### src/rtl/debounce_sync.sv
// debounce_sync: input conditioning stage placed in front of the d_ff cell.
// A raw asynchronous 1-bit input is brought into CLK by a SYNC_STAGES-deep
// synchroniser. A two-state STABLE/VERIFY FSM then filters it. DOUT only moves
// after STABLE_CYCLES consecutive EN-qualified samples of the new level.
// RISE/FALL are one-cycle pulses, aligned with the cycle in which DOUT changes.
//
// Optional feature, enabled by defining DEBOUNCE_STATS_EN:
//   - Adds the 8-bit BOUNCE_CNT output.
//   - BOUNCE_CNT is a saturating count of VERIFY aborts.
module debounce_sync #(
  parameter int   SYNC_STAGES   = 2,
  parameter int   STABLE_CYCLES = 4,
  parameter int   CNT_W         = 8,
  parameter logic RESET_LEVEL   = 1'b0
) (
  input  logic       CLK,
  input  logic       CLR_N,
  input  logic       DIN,
  input  logic       EN,
  output logic       DOUT,
  output logic       RISE,
  output logic       FALL,
  output logic       BUSY
`ifdef DEBOUNCE_STATS_EN
  ,
  output logic [7:0] BOUNCE_CNT
`endif
);

  // Elaboration-time guard on the parameter ranges.
  if (SYNC_STAGES < 2 || SYNC_STAGES > 4) begin : g_bad_sync
    $error("debounce_sync: SYNC_STAGES must be in 2..4");
  end
  if (STABLE_CYCLES < 2 || STABLE_CYCLES > (2 ** CNT_W) - 1) begin : g_bad_stable
    $error("debounce_sync: STABLE_CYCLES must be in 2..2^CNT_W-1");
  end

  typedef enum logic {
    ST_STABLE = 1'b0,
    ST_VERIFY = 1'b1
  } state_e;

  // Final count value: the sample that lands here commits the new level.
  localparam logic [CNT_W-1:0] CNT_LAST = CNT_W'(STABLE_CYCLES - 1);

  logic [SYNC_STAGES-1:0] sync_q;
  logic                   s;

  state_e                 state_q, state_d;
  logic [CNT_W-1:0]       cnt_q, cnt_d;
  logic                   dout_q, dout_d;
  logic                   rise_q, rise_d;
  logic                   fall_q, fall_d;

  // Synchroniser chain. It shifts every cycle and ignores EN, so the metastability
  // settling time does not depend on the sample tick.
  // NOTE: sequential blocks use non-blocking (<=) assignments. Every flop then
  // samples the value from before the edge. This is what makes the chain a real
  // multi-stage shift and not a single wire.
  // NOTE: the reset is in the sensitivity list. The flops therefore clear as soon
  // as CLR_N falls, with no wait for a CLK edge.
  always_ff @(posedge CLK or negedge CLR_N) begin
    if (!CLR_N) begin
      sync_q <= {SYNC_STAGES{RESET_LEVEL}};
    end else begin
      sync_q <= {sync_q[SYNC_STAGES-2:0], DIN};
    end
  end

  assign s = sync_q[SYNC_STAGES-1];

  // FSM state, stability counter and registered outputs.
  always_ff @(posedge CLK or negedge CLR_N) begin
    if (!CLR_N) begin
      state_q <= ST_STABLE;
      cnt_q   <= '0;
      dout_q  <= RESET_LEVEL;
      rise_q  <= 1'b0;
      fall_q  <= 1'b0;
    end else begin
      state_q <= state_d;
      cnt_q   <= cnt_d;
      dout_q  <= dout_d;
      rise_q  <= rise_d;
      fall_q  <= fall_d;
    end
  end

  // Next-state logic. A commit loads the pulse for one cycle only, because
  // rise_d/fall_d fall back to 0 by default.
  // NOTE: every output of this block gets a default before the case statement.
  // Without those defaults, a path that leaves a signal unassigned would infer a
  // latch.
  always_comb begin
    state_d = state_q;
    cnt_d   = '0;
    dout_d  = dout_q;
    rise_d  = 1'b0;
    fall_d  = 1'b0;

    unique case (state_q)
      ST_STABLE: begin
        if (EN && (s != dout_q)) begin
          state_d = ST_VERIFY;
          cnt_d   = CNT_W'(1);
        end
      end

      ST_VERIFY: begin
        if (s == dout_q) begin
          // The input returned before the count completed. Drop the attempt
          // without any output change.
          state_d = ST_STABLE;
        end else if (EN) begin
          if (cnt_q == CNT_LAST) begin
            state_d = ST_STABLE;
            dout_d  = s;
            rise_d  = s;
            fall_d  = ~s;
          end else begin
            cnt_d = cnt_q + CNT_W'(1);
          end
        end else begin
          // With no tick, the count is frozen. There is no timeout, however long
          // EN stays low.
          cnt_d = cnt_q;
        end
      end

      default: begin
        state_d = ST_STABLE;
      end
    endcase
  end

  assign DOUT = dout_q;
  assign RISE = rise_q;
  assign FALL = fall_q;
  assign BUSY = (state_q == ST_VERIFY);

`ifdef DEBOUNCE_STATS_EN
  logic       abort;
  logic [7:0] bounce_q;

  // An abort is any VERIFY cycle in which the synchronised input matches DOUT
  // again.
  assign abort = (state_q == ST_VERIFY) && (s == dout_q);

  // Saturating abort counter. Commits leave it untouched.
  always_ff @(posedge CLK or negedge CLR_N) begin
    if (!CLR_N) begin
      bounce_q <= 8'd0;
    end else if (abort && (bounce_q != 8'hFF)) begin
      bounce_q <= bounce_q + 8'd1;
    end
  end

  assign BOUNCE_CNT = bounce_q;
`endif

endmodule

### config.mk
export PLATFORM = sky130hd
export DESIGN_NAME = debounce_sync
export DESIGN_NICKNAME = d
export VERILOG_FILES = /design/src/rtl/debounce_sync.sv
export SDC_FILE = /design/constraint.sdc
export NUM_CORES = 1
export LEC_CHECK = 0
export BUFFER_PORTS_ARGS = -buffer_cell sky130_fd_sc_hd__buf_2
export CAP_MARGIN = 10
export CORE_MARGIN = 1.5
export CORE_UTILIZATION = 40
export DETAILED_ROUTE_END_ITERATION = 7
export GPL_ROUTABILITY_DRIVEN = 0
export GPL_TIMING_DRIVEN = 0
export HOLD_SLACK_MARGIN = 0.1
export PLACE_DENSITY = 0.65
export SLEW_MARGIN = 40
export SYNTH_ARGS = -nofsm -noshare
export SYNTH_HDL_FRONTEND = slang
export SYNTH_SLANG_ARGS = --single-unit
### constraint.sdc
create_clock -name CLK -period 1.7 [get_ports CLK]
set_clock_uncertainty 0.05 [all_clocks]
set_input_delay 0.34 -clock CLK [delete_from_list [all_inputs] [get_ports CLK]]
set_output_delay 0.34 -clock CLK [all_outputs]
set_load 0.01 [all_outputs]
==> results of run 1 <==
==> through the flow <==
| step | power (uW) | instances | setup WS [ps] | hold slack [ps] | cell area [um2] |
|---|---|---|---|---|---|
| after detailed placement | 411 | 101 | 37.7 | 202 | 774 |
| after global placement | 409 | 101 | 91.1 | 199 | 774 |
| after CTS | 657 | 106 | 3.30 | 102 | 821 |
| final | 653 | 107 | 157 | 281 | 862 |
| after global routing | 684 | 107 | 19.3 | 283 | 862 |
| after floorplan | 391 | 70 | 221 | -5.59 | 713 |
==> repair_timing <==
| action | CTS | global route |
|---|---|---|
| setup endpoints to repair | 0 | 7 |
| hold endpoints to repair | 14 | 1 |
| resized for setup | 0 | 7 |
| hold buffers | 1 | 1 |
==> registers in the layout, indices dropped and copies added (netlist names) <==
signal,flops
BUSY,1
DOUT,1
FALL,1
RISE,1
cnt_q,8
sync_q,2
==> per-layer routing <==
layer / wire, um / global-route usage
met1: 632 / 0.192
met5: 0 / 0
met3: 56 / 0.0640
met2: 682 / 0.249
met4: 0 / 0.0353
==> cell usage after synthesis (2+ instances only) <==
library cell	n	area, um2
sky130_fd_sc_hd__dfrtp_1	14	350
sky130_fd_sc_hd__a31oi_1	8	50.1
sky130_fd_sc_hd__nand2_1	6	22.5
sky130_fd_sc_hd__nor2_1	5	18.8
sky130_fd_sc_hd__nor3_1	5	25.0
sky130_fd_sc_hd__nand3b_1	4	30.0
sky130_fd_sc_hd__and3_1	3	18.8
sky130_fd_sc_hd__inv_1	3	11.3
sky130_fd_sc_hd__a21oi_1	2	10.0
sky130_fd_sc_hd__ha_1	2	25.0
sky130_fd_sc_hd__mux2i_1	2	20.0
sky130_fd_sc_hd__nand2b_1	2	12.5
sky130_fd_sc_hd__o31ai_1	2	15.0
sky130_fd_sc_hd__xnor2_1	2	17.5
==> where the power goes <==
part	switching, uW	internal (uW)	total (uW)	leakage (uW)
combinational	35.0	26.0	61.0	0.000168
clock	112	130	242	0.0000210
sequential	10.0	340	350	0.000187
total	157	497	653	0.000375
==> cell families (layout without fill, tap and decap cells) <==
kind of cell / Yosys count / in the layout / share of synthesized area
xor+xnor: 2 / 2 / 0.0246
simple gates: 29 / 29 / 0.235
buf+inv: 6 / 18 / 0.0491
flops: 14 / 14 / 0.491
compound gates: 15 / 15 / 0.137
mux: 2 / 2 / 0.0281
fa+ha+maj: 2 / 2 / 0.0351
==> area by class of cell <==
cell class / instances / area share
Multi-Input combinational cell: 50 / 0.412
Clock buffer: 4 / 0.0421
Timing Repair Buffer: 8 / 0.0581
Tap cell: 25 / 0.0363
Inverter: 3 / 0.0131
Sequential cell: 14 / 0.408
Buffer: 3 / 0.0305
==> worst min-delay path by stage <==
stage | endpoint | slack, ps | cells past startpoint
finish | cnt_q[2] | 280 | 2
global route | cnt_q[2] | 280 | 2
CTS | sync_q[0] | 100 | 1
detailed placement | cnt_q[6] | 200 | 1
global placement | cnt_q[6] | 200 | 1
floorplan | BUSY | -6 | 0
==> results.txt, run 1 <==
----------------------------------------------------
[Global routing]
  Global-route usage over all layers ... 0.154
  Initial antenna violation count ... 0
  Pin count of the biggest net entering global routing ... 15
  Aggregate global routing overflow ... 0
  Wire length of the first global-routing pass ... 2210 um
  Vias in the first global route ... 528

[Drt]
  Post-route ant nets ... 0
  Number of detailed-route iterations in the first pass ... 2
  Routed wire length per instance ... 12.8 um
  Via Count ... 553
  DRC marker count from the first detailed-route iteration ... 11
  Remaining routing DRC violations ... 0
  Via/cell ratio ... 5.17
  Total Routed Length ... 1370 um

[Synthesis]
  Post-synthesis instance area ... 713 um2
  Flop and latch count out of synthesis ... 14
  Share of the yosys chip area belonging to registers ... 0.491
  Ys flop type ... sky130_fd_sc_hd__dfrtp_1
  Number of enable-type register cells in the synthesized netlist ... 0
  Syn_nets ... 76
  Proportion of register bits with asynchronous set or reset after synthesis ... 1.00
  Syn avg cell area ... 10.2 um2
  Synthesis Warnings ... 0
  Library cells used by synthesis ... 24
  Number of instances in the synthesized netlist ... 70

[Die]
  Die Wd ... 45.2 um
  Starting density of the core ... 0.418
  IO Pins ... 8
  Vert. Die Dim ... 45.2 um
  Row count ... 15
  Area enclosed by the die boundary ... 2050 um2
  Core ar. ... 1710 um2

[Timing]
  Period minus WS final ... 1540 ps
  TNS Setup ... 0 ps
  Fmax ... 648 MHz
  Count of final max-slew check failures ... 0
  Number of hold violations in the final report ... 0
  Worst slew slack as a fraction of its limit ... 0.763
  Crit share post-route ... 0.907
  Final setup violating endpoints ... 0
  RSZ-0062 raised after global routing ... false
  Slew @ Worst Pin ... 353 ps

[Critical path]
  Max incr delay on CP ... 460 ps
  Critical-path cell list ... ha_4 > nor4b_4 > a21boi_1 > buf_4 > nand3b_1 > a31oi_1
  Crit-path max FO ... 10
  Number of gates on the worst path with buffers counted ... 6
  Critical Path Source ... cnt_q[0]
  R2R Setup Slk ... 160 ps
  Reg2Reg Depth ... 6
  Termination of the worst setup path ... cnt_q[4]
  Buffering stage count on the worst path with inverters included ... 1
  Worst-path cell with the longest stage delay ... sky130_fd_sc_hd__dfrtp_2
  Launching element type of the critical path ... flop
  Kind of end point of the critical path ... flop
  Classification of the worst setup path ... flop to flop
  R2R Path End ... cnt_q[4]
  Arrival time at the worst endpoint ... 1700 ps
  Kind of cell adding the most delay to the critical path ... flip-flops
  Worst reg2reg startpoint ... cnt_q[0]
  Required time reported for the critical path endpoint ... 1860 ps

[Layout]
  Area delta synth->final ... 20.9%
  Final core utilization ... 0.505
  Area of the multi-input gates ... 355 um2
  Reg area ... 352 um2
  Most common library cell in the layout ignoring fill and taps ... sky130_fd_sc_hd__dfrtp_1
  Antenna diodes ... 0
  # fillers ... 161
  Top library cells by usage in the layout, fill and taps aside ... sky130_fd_sc_hd__dfrtp_1, sky130_fd_sc_hd__a31oi_1, sky130_fd_sc_hd__nand2_1, sky130_fd_sc_hd__buf_2
  Share of post-route cells with drive strength above 1 ... 0.232
  Final #Nets ... 89

[Clock tree]
  Clock latency of the later-clocked register in the worst-skew pair ... 280 ps
  Clock tree from TritonCTS ... built
  Clock transition at the register clock pins on the worst setup and hold paths after CTS ... 90 ps
  Maximum clock path buffer count ... 2
  Root Buffer ... sky130_fd_sc_hd__clkbuf_4
  TritonCTS Sinks ... 14
  Setup fix buffers added after clock tree synthesis ... 0
  Number of buffers created by CTS ... 3
  H-tree level count ... 1

[Job]
  Number of maximum-capacitance violations ... 0

[Pwr]
  Reported leakage power ... 0.000375 uW
  Worst voltage drop across the vdd grid ... 0.535 mV
  Power density cells ... 758 nW/um2

[Hold path]
  Hold/Removal Path Class ... input port to flop
  Min-Delay Startpoint ... EN

[Outcome]
  Status ... completed

[Placement]
  Buffers on Ports ... 6
  Post-detailed-placement half-perimeter wirelength ... 936 um

----------------------------------------------------
(Power assumes the default switching activity.)
==> inputs of run 2 (changes only) <==
Settings changed: BUFFER_PORTS_ARGS -buffer_cell sky130_fd_sc_hd__buf_2 to -buffer_cell sky130_fd_sc_hd__clkbuf_2.
==> results.txt, run 2 (synthesis gave the netlist of run 1 again) <==
----------------------------------------------------
[Outcome]
  Status ... completed

[Clock tree]
  H-tree level count ... 1
  Number of buffers created by CTS ... 3
  TritonCTS Sinks ... 14
  Clock latency of the later-clocked register in the worst-skew pair ... 280 ps
  Clock transition at the register clock pins on the worst setup and hold paths after CTS ... 90 ps
  Root Buffer ... sky130_fd_sc_hd__clkbuf_4
  Maximum clock path buffer count ... 2
  Clock tree from TritonCTS ... built

[Critical path]
  Worst-path cell with the longest stage delay ... sky130_fd_sc_hd__dfrtp_1
  Most common cell on crit path ... sky130_fd_sc_hd__a31oi_1
  Required time reported for the critical path endpoint ... 1800 ps
  Kind of end point of the critical path ... flop
  Critical-path cell list ... ha_2 > nor4b_4 > a21boi_1 > buf_4 > a31oi_1 > a31oi_1
  Classification of the worst setup path ... flop to flop
  Arrival time at the worst endpoint ... 1680 ps
  Launching element type of the critical path ... flop
  Max incr delay on CP ... 420 ps
  Crit-path max FO ... 10

[Pwr]
  Total power after layout ... 648 uW
  Net switching power ... 153 uW
  Reported leakage power ... 0.000373 uW
  Worst voltage drop across the vdd grid ... 0.431 mV
  Combinational share of power ... 0.091
  Clock Power Share ... 0.370
  Power density cells ... 763 nW/um2
  Switching Share ... 0.237
  Fraction of power consumed by sequential logic ... 0.539
  Internal power of the cells ... 495 uW

[Drt]
  DRC marker count from the first detailed-route iteration ... 12
  Remaining routing DRC violations ... 0
  Number of detailed-route iterations in the first pass ... 4
  Post-route ant nets ... 0
  Total Routed Length ... 1340 um
  Via/cell ratio ... 5.26
  Via Count ... 563
  Routed wire length per instance ... 12.5 um

[Timing]
  Worst slew slack as a fraction of its limit ... 0.756
  Final setup violating endpoints ... 0
  Slew @ Worst Pin ... 364 ps
  TNS Setup ... 0 ps
  Period minus WS final ... 1580 ps
  Worst setup margin ... 124 ps
  Fmax ... 635 MHz
  RSZ-0062 raised after global routing ... false
  Number of hold violations in the final report ... 0
  Count of final max-slew check failures ... 0
  Crit share post-route ... 0.927

[Global routing]
  Initial antenna violation count ... 0
  Pin count of the biggest net entering global routing ... 15
  Global-route usage over all layers ... 0.144
  Wire length of the first global-routing pass ... 2080 um
  Vias in the first global route ... 473
  Aggregate global routing overflow ... 0

[Layout]
  Largest reg by FF count ... cnt_q
  Area delta synth->final ... 19.1%
  Top library cells by usage in the layout, fill and taps aside ... sky130_fd_sc_hd__dfrtp_1, sky130_fd_sc_hd__a31oi_1, sky130_fd_sc_hd__nand2_1, sky130_fd_sc_hd__clkbuf_2
  Most common library cell in the layout ignoring fill and taps ... sky130_fd_sc_hd__dfrtp_1
  Final core utilization ... 0.497
  Final #Nets ... 89
  Max FFs per register ... 8
  Registers with the most flip-flops ... cnt_q: 8 flops, sync_q: 2 flops
  Antenna diodes ... 0
  Share of post-route cells with drive strength above 1 ... 0.244

[Die]
  Row count ... 15
  IO Pins ... 8
  Die Wd ... 45.2 um
  Vert. Die Dim ... 45.2 um
  Starting density of the core ... 0.418
  Area enclosed by the die boundary ... 2050 um2
  Core ar. ... 1710 um2

[Placement]
  Post-detailed-placement half-perimeter wirelength ... 909 um
  Buffers on Ports ... 6
  Post-placement worst setup slack ... 46.4 ps

[Job]
  Number of maximum-capacitance violations ... 0

[Hold path]
  Hold/Removal Path Class ... input port to flop

----------------------------------------------------
==> run 2: worst paths after layout <==
kind,from,to,slack (ps),cells after the start
max,cnt_q[1],cnt_q[5],120,6
min,DIN,sync_q[0],110,1
max reg2reg,cnt_q[1],cnt_q[5],120,6
min reg2reg,sync_q[0],sync_q[1],310,0
max in group asynchronous,CLR_N,cnt_q[0],870,2
min in group asynchronous,CLR_N,cnt_q[4],450,2
==> run 2: per-stage QoR <==
step                      cells  hold slack, ps  area [um2]
final                       107             114         850
after global routing        107             110         850
after CTS                   106             107         821
after global placement      101             210         774
after floorplan              70           -5.59         713
after detailed placement    101             216         774
==> run 2: timing repair <==
action	in CTS	in global routing
hold endpoints to repair	14	0
hold buffers	1	0
buffers inserted	0	1
resized for setup	0	6
setup endpoints to repair	0	6
==> run 2: final cells by class <==
class / count / area, um2
well taps: 25 / 31.3
clock buffers: 4 / 36.3
inverters: 3 / 11.3
flip-flops and latches: 14 / 352
plain buffers: 3 / 26.3
fillers: 162 / 858
multi-input cells: 50 / 345
repair buffers: 8 / 47.5
==> run 2: worst max-delay path, delay by kind of cell, from the launching register on <==
kind	cells	cell delay, ps
buffers and inverters	1	190
flip-flops	1	420
AND/OR/NAND/NOR	1	230
adder cells (fa/ha/maj)	1	220
AO/OA/AOI/OAI	3	340
==> run 2: routing by layer <==
metal	GRT usage	routed length (um)
met5	0	0
met3	0.0240	30
met4	0.0706	12
met1	0.210	663
met2	0.203	635
==> run 2: power groups by stage <==
stage | clock network (uW) | logic (uW) | registers [uW]
2_1_floorplan | 0 | 36.6 | 355
5_1_grt | 256 | 66.0 | 351
4_1_cts | 246 | 57.2 | 349
3_5_place_dp | 0 | 55.4 | 355
6_report | 240 | 59.1 | 349
3_3_place_gp | 0 | 54.0 | 355
==> inputs of run 3 (changes only) <==
Settings changed: CELL_PAD_IN_SITES_DETAIL_PLACEMENT set to 2, CELL_PAD_IN_SITES_GLOBAL_PLACEMENT set to 2, CORE_UTILIZATION 40 to 35, PLACE_DENSITY 0.65 to 0.82.
==> results.txt, run 3 (synthesis gave the netlist of run 1 again) <==
----------------------------------------------------
[Global routing]
  Pin count of the biggest net entering global routing ... 15
  Initial antenna violation count ... 0
  Met3 track utilization from global routing ... 0.0481
  Global-route usage over all layers ... 0.175
  Most used routing layer ... met2
  Global routing usage on met1 ... 0.231
  Global routing met2 resource utilization ... 0.274
  Vias in the first global route ... 577
  Wire length of the first global-routing pass ... 2710 um
  Aggregate global routing overflow ... 0

[Layout]
  Share of post-route cells with drive strength above 1 ... 0.253
  Largest reg by FF count ... cnt_q
  Registers with the most flip-flops ... cnt_q: 8 flops, sync_q: 2 flops
  Most common library cell in the layout ignoring fill and taps ... sky130_fd_sc_hd__dfrtp_1
  Max FFs per register ... 8
  # fillers ... 225
  Antenna diodes ... 0
  Final #Nets ... 90
  Area delta synth->final ... 21.4%
  Top library cells by usage in the layout, fill and taps aside ... sky130_fd_sc_hd__dfrtp_1, sky130_fd_sc_hd__a31oi_1, sky130_fd_sc_hd__clkbuf_2

[Die]
  Row count ... 16
  Vert. Die Dim ... 48.1 um
  Area enclosed by the die boundary ... 2320 um2
  IO Pins ... 8
  Core ar. ... 1940 um2
  Starting density of the core ... 0.367
  Die Wd ... 48.1 um

[Clock tree]
  Root Buffer ... sky130_fd_sc_hd__clkbuf_4
  TritonCTS Sinks ... 14
  Clock latency of the later-clocked register in the worst-skew pair ... 280 ps
  H-tree level count ... 1
  Number of buffers created by CTS ... 3
  Clock tree from TritonCTS ... built
  Maximum clock path buffer count ... 2
  Clock transition at the register clock pins on the worst setup and hold paths after CTS ... 90 ps

[Drt]
  Post-route ant nets ... 0
  DRC marker count from the first detailed-route iteration ... 1
  Routed wire length per instance ... 15.6 um
  Number of detailed-route iterations in the first pass ... 2
  Remaining routing DRC violations ... 0
  Via/cell ratio ... 5.22
  Total Routed Length ... 1720 um
  Via Count ... 574

[Pwr]
  Power density cells ... 758 nW/um2
  Reported leakage power ... 0.000379 uW
  Worst voltage drop across the vdd grid ... 0.335 mV

[Critical path]
  Most common cell on crit path ... sky130_fd_sc_hd__a31oi_1
  Kind of end point of the critical path ... flop
  Worst reg2reg startpoint ... cnt_q[1]
  Crit-path max FO ... 10
  Termination of the worst setup path ... cnt_q[4]
  R2R Setup Slk ... 70 ps
  Reg2Reg Depth ... 6
  Max incr delay on CP ... 450 ps
  Worst-path cell with the longest stage delay ... sky130_fd_sc_hd__dfrtp_1
  Critical-path cell list ... ha_4 > nor4b_4 > a21boi_1 > buf_4 > a31oi_1 > a31oi_1
  Critical Path Source ... cnt_q[1]
  Arrival time at the worst endpoint ... 1740 ps
  R2R Path End ... cnt_q[4]
  Classification of the worst setup path ... flop to flop
  Required time reported for the critical path endpoint ... 1810 ps
  Launching element type of the critical path ... flop

[Placement]
  Buffers on Ports ... 6
  Post-placement worst setup slack ... -9.06 ps
  Post-detailed-placement half-perimeter wirelength ... 1230 um

[Timing]
  Period minus WS final ... 1630 ps
  Crit share post-route ... 0.959
  TNS Setup ... 0 ps
  Slew @ Worst Pin ... 367 ps
  Worst slew slack as a fraction of its limit ... 0.755
  Final setup violating endpoints ... 0
  Worst setup margin ... 70.0 ps
  RSZ-0062 raised after global routing ... false
  Count of final max-slew check failures ... 0
  Number of hold violations in the final report ... 0
  Fmax ... 614 MHz

[Outcome]
  Status ... completed

[Job]
  Number of maximum-capacitance violations ... 0

[Hold path]
  Hold/Removal Path Class ... input port to flop

----------------------------------------------------
run 3: cell types whose count changed in the layout (fill, tap and decap cells not counted):
cell,delta
sky130_fd_sc_hd__ha_2,-1
sky130_fd_sc_hd__ha_4,+1
sky130_fd_sc_hd__a31oi_2,-1
sky130_fd_sc_hd__nand2_2,+1
sky130_fd_sc_hd__nand2_1,-1
sky130_fd_sc_hd__a31oi_1,+1
sky130_fd_sc_hd__buf_4,+1
run 3: how the worst min path moves through the flow:
stage           from   endpoint  slack (ps)  cells past startpoint
6_report         DIN  sync_q[0]         110                      1
3_5_place_dp   CLR_N   cnt_q[6]         220                      1
5_1_grt          DIN  sync_q[0]         110                      1
3_3_place_gp   CLR_N   cnt_q[6]         220                      1
2_1_floorplan  CLR_N       BUSY          -6                      0
4_1_cts          DIN  sync_q[0]         110                      1
run 3: stage by stage:
stage / cell area [um2] / hold WS [ps] / util / std cells / total power [uW]
finish: 866 / 115 / 0.446 / 110 / 656
global route: 866 / 107 / 0.446 / 110 / 688
CTS: 838 / 106 / 0.432 / 108 / 657
detailed placement: 777 / 220 / 0.400 / 103 / 414
global placement: 777 / 218 / 0.400 / 103 / 411
floorplan: 713 / -5.59 / - / 70 / 391
run 3: power by group:
group	internal [uW]	switching [uW]
Sequential	340	10.3
Combinational	28.1	37.1
Clock	130	110
run 3: area by class of cell:
class	instances	area, um2	share of cell area
repair buffers	9	55.1	0.0636
plain buffers	3	26.3	0.0303
inverters	3	11.3	0.0130
clock buffers	4	36.3	0.0419
well taps	27	33.8	0.0390
flip-flops and latches	14	352	0.406
multi-input cells	50	352	0.406
run 3: routing by layer:
metal,wire (um),share of wire
met5,0,0
met4,14,0.0081
met3,56,0.033
met2,847,0.49
met1,801,0.47
run 3: critical path, delay by kind of cell (launching register included):
| family | cells | cell delay, ps |
|---|---|---|
| compound gates | 3 | 380 |
| flops | 1 | 450 |
| buf+inv | 1 | 200 |
| simple gates | 1 | 260 |
| fa+ha+maj | 1 | 180 |
run 3: repair_timing:
item | 4_1_cts | 5_1_grt
hold buffers | 1 | 0
buffers inserted | 0 | 2
endpoints found under the setup margin | 6 | 6
pin swaps | 0 | 2
resized for setup | 4 | 3
endpoints found under the hold margin | 14 | 0
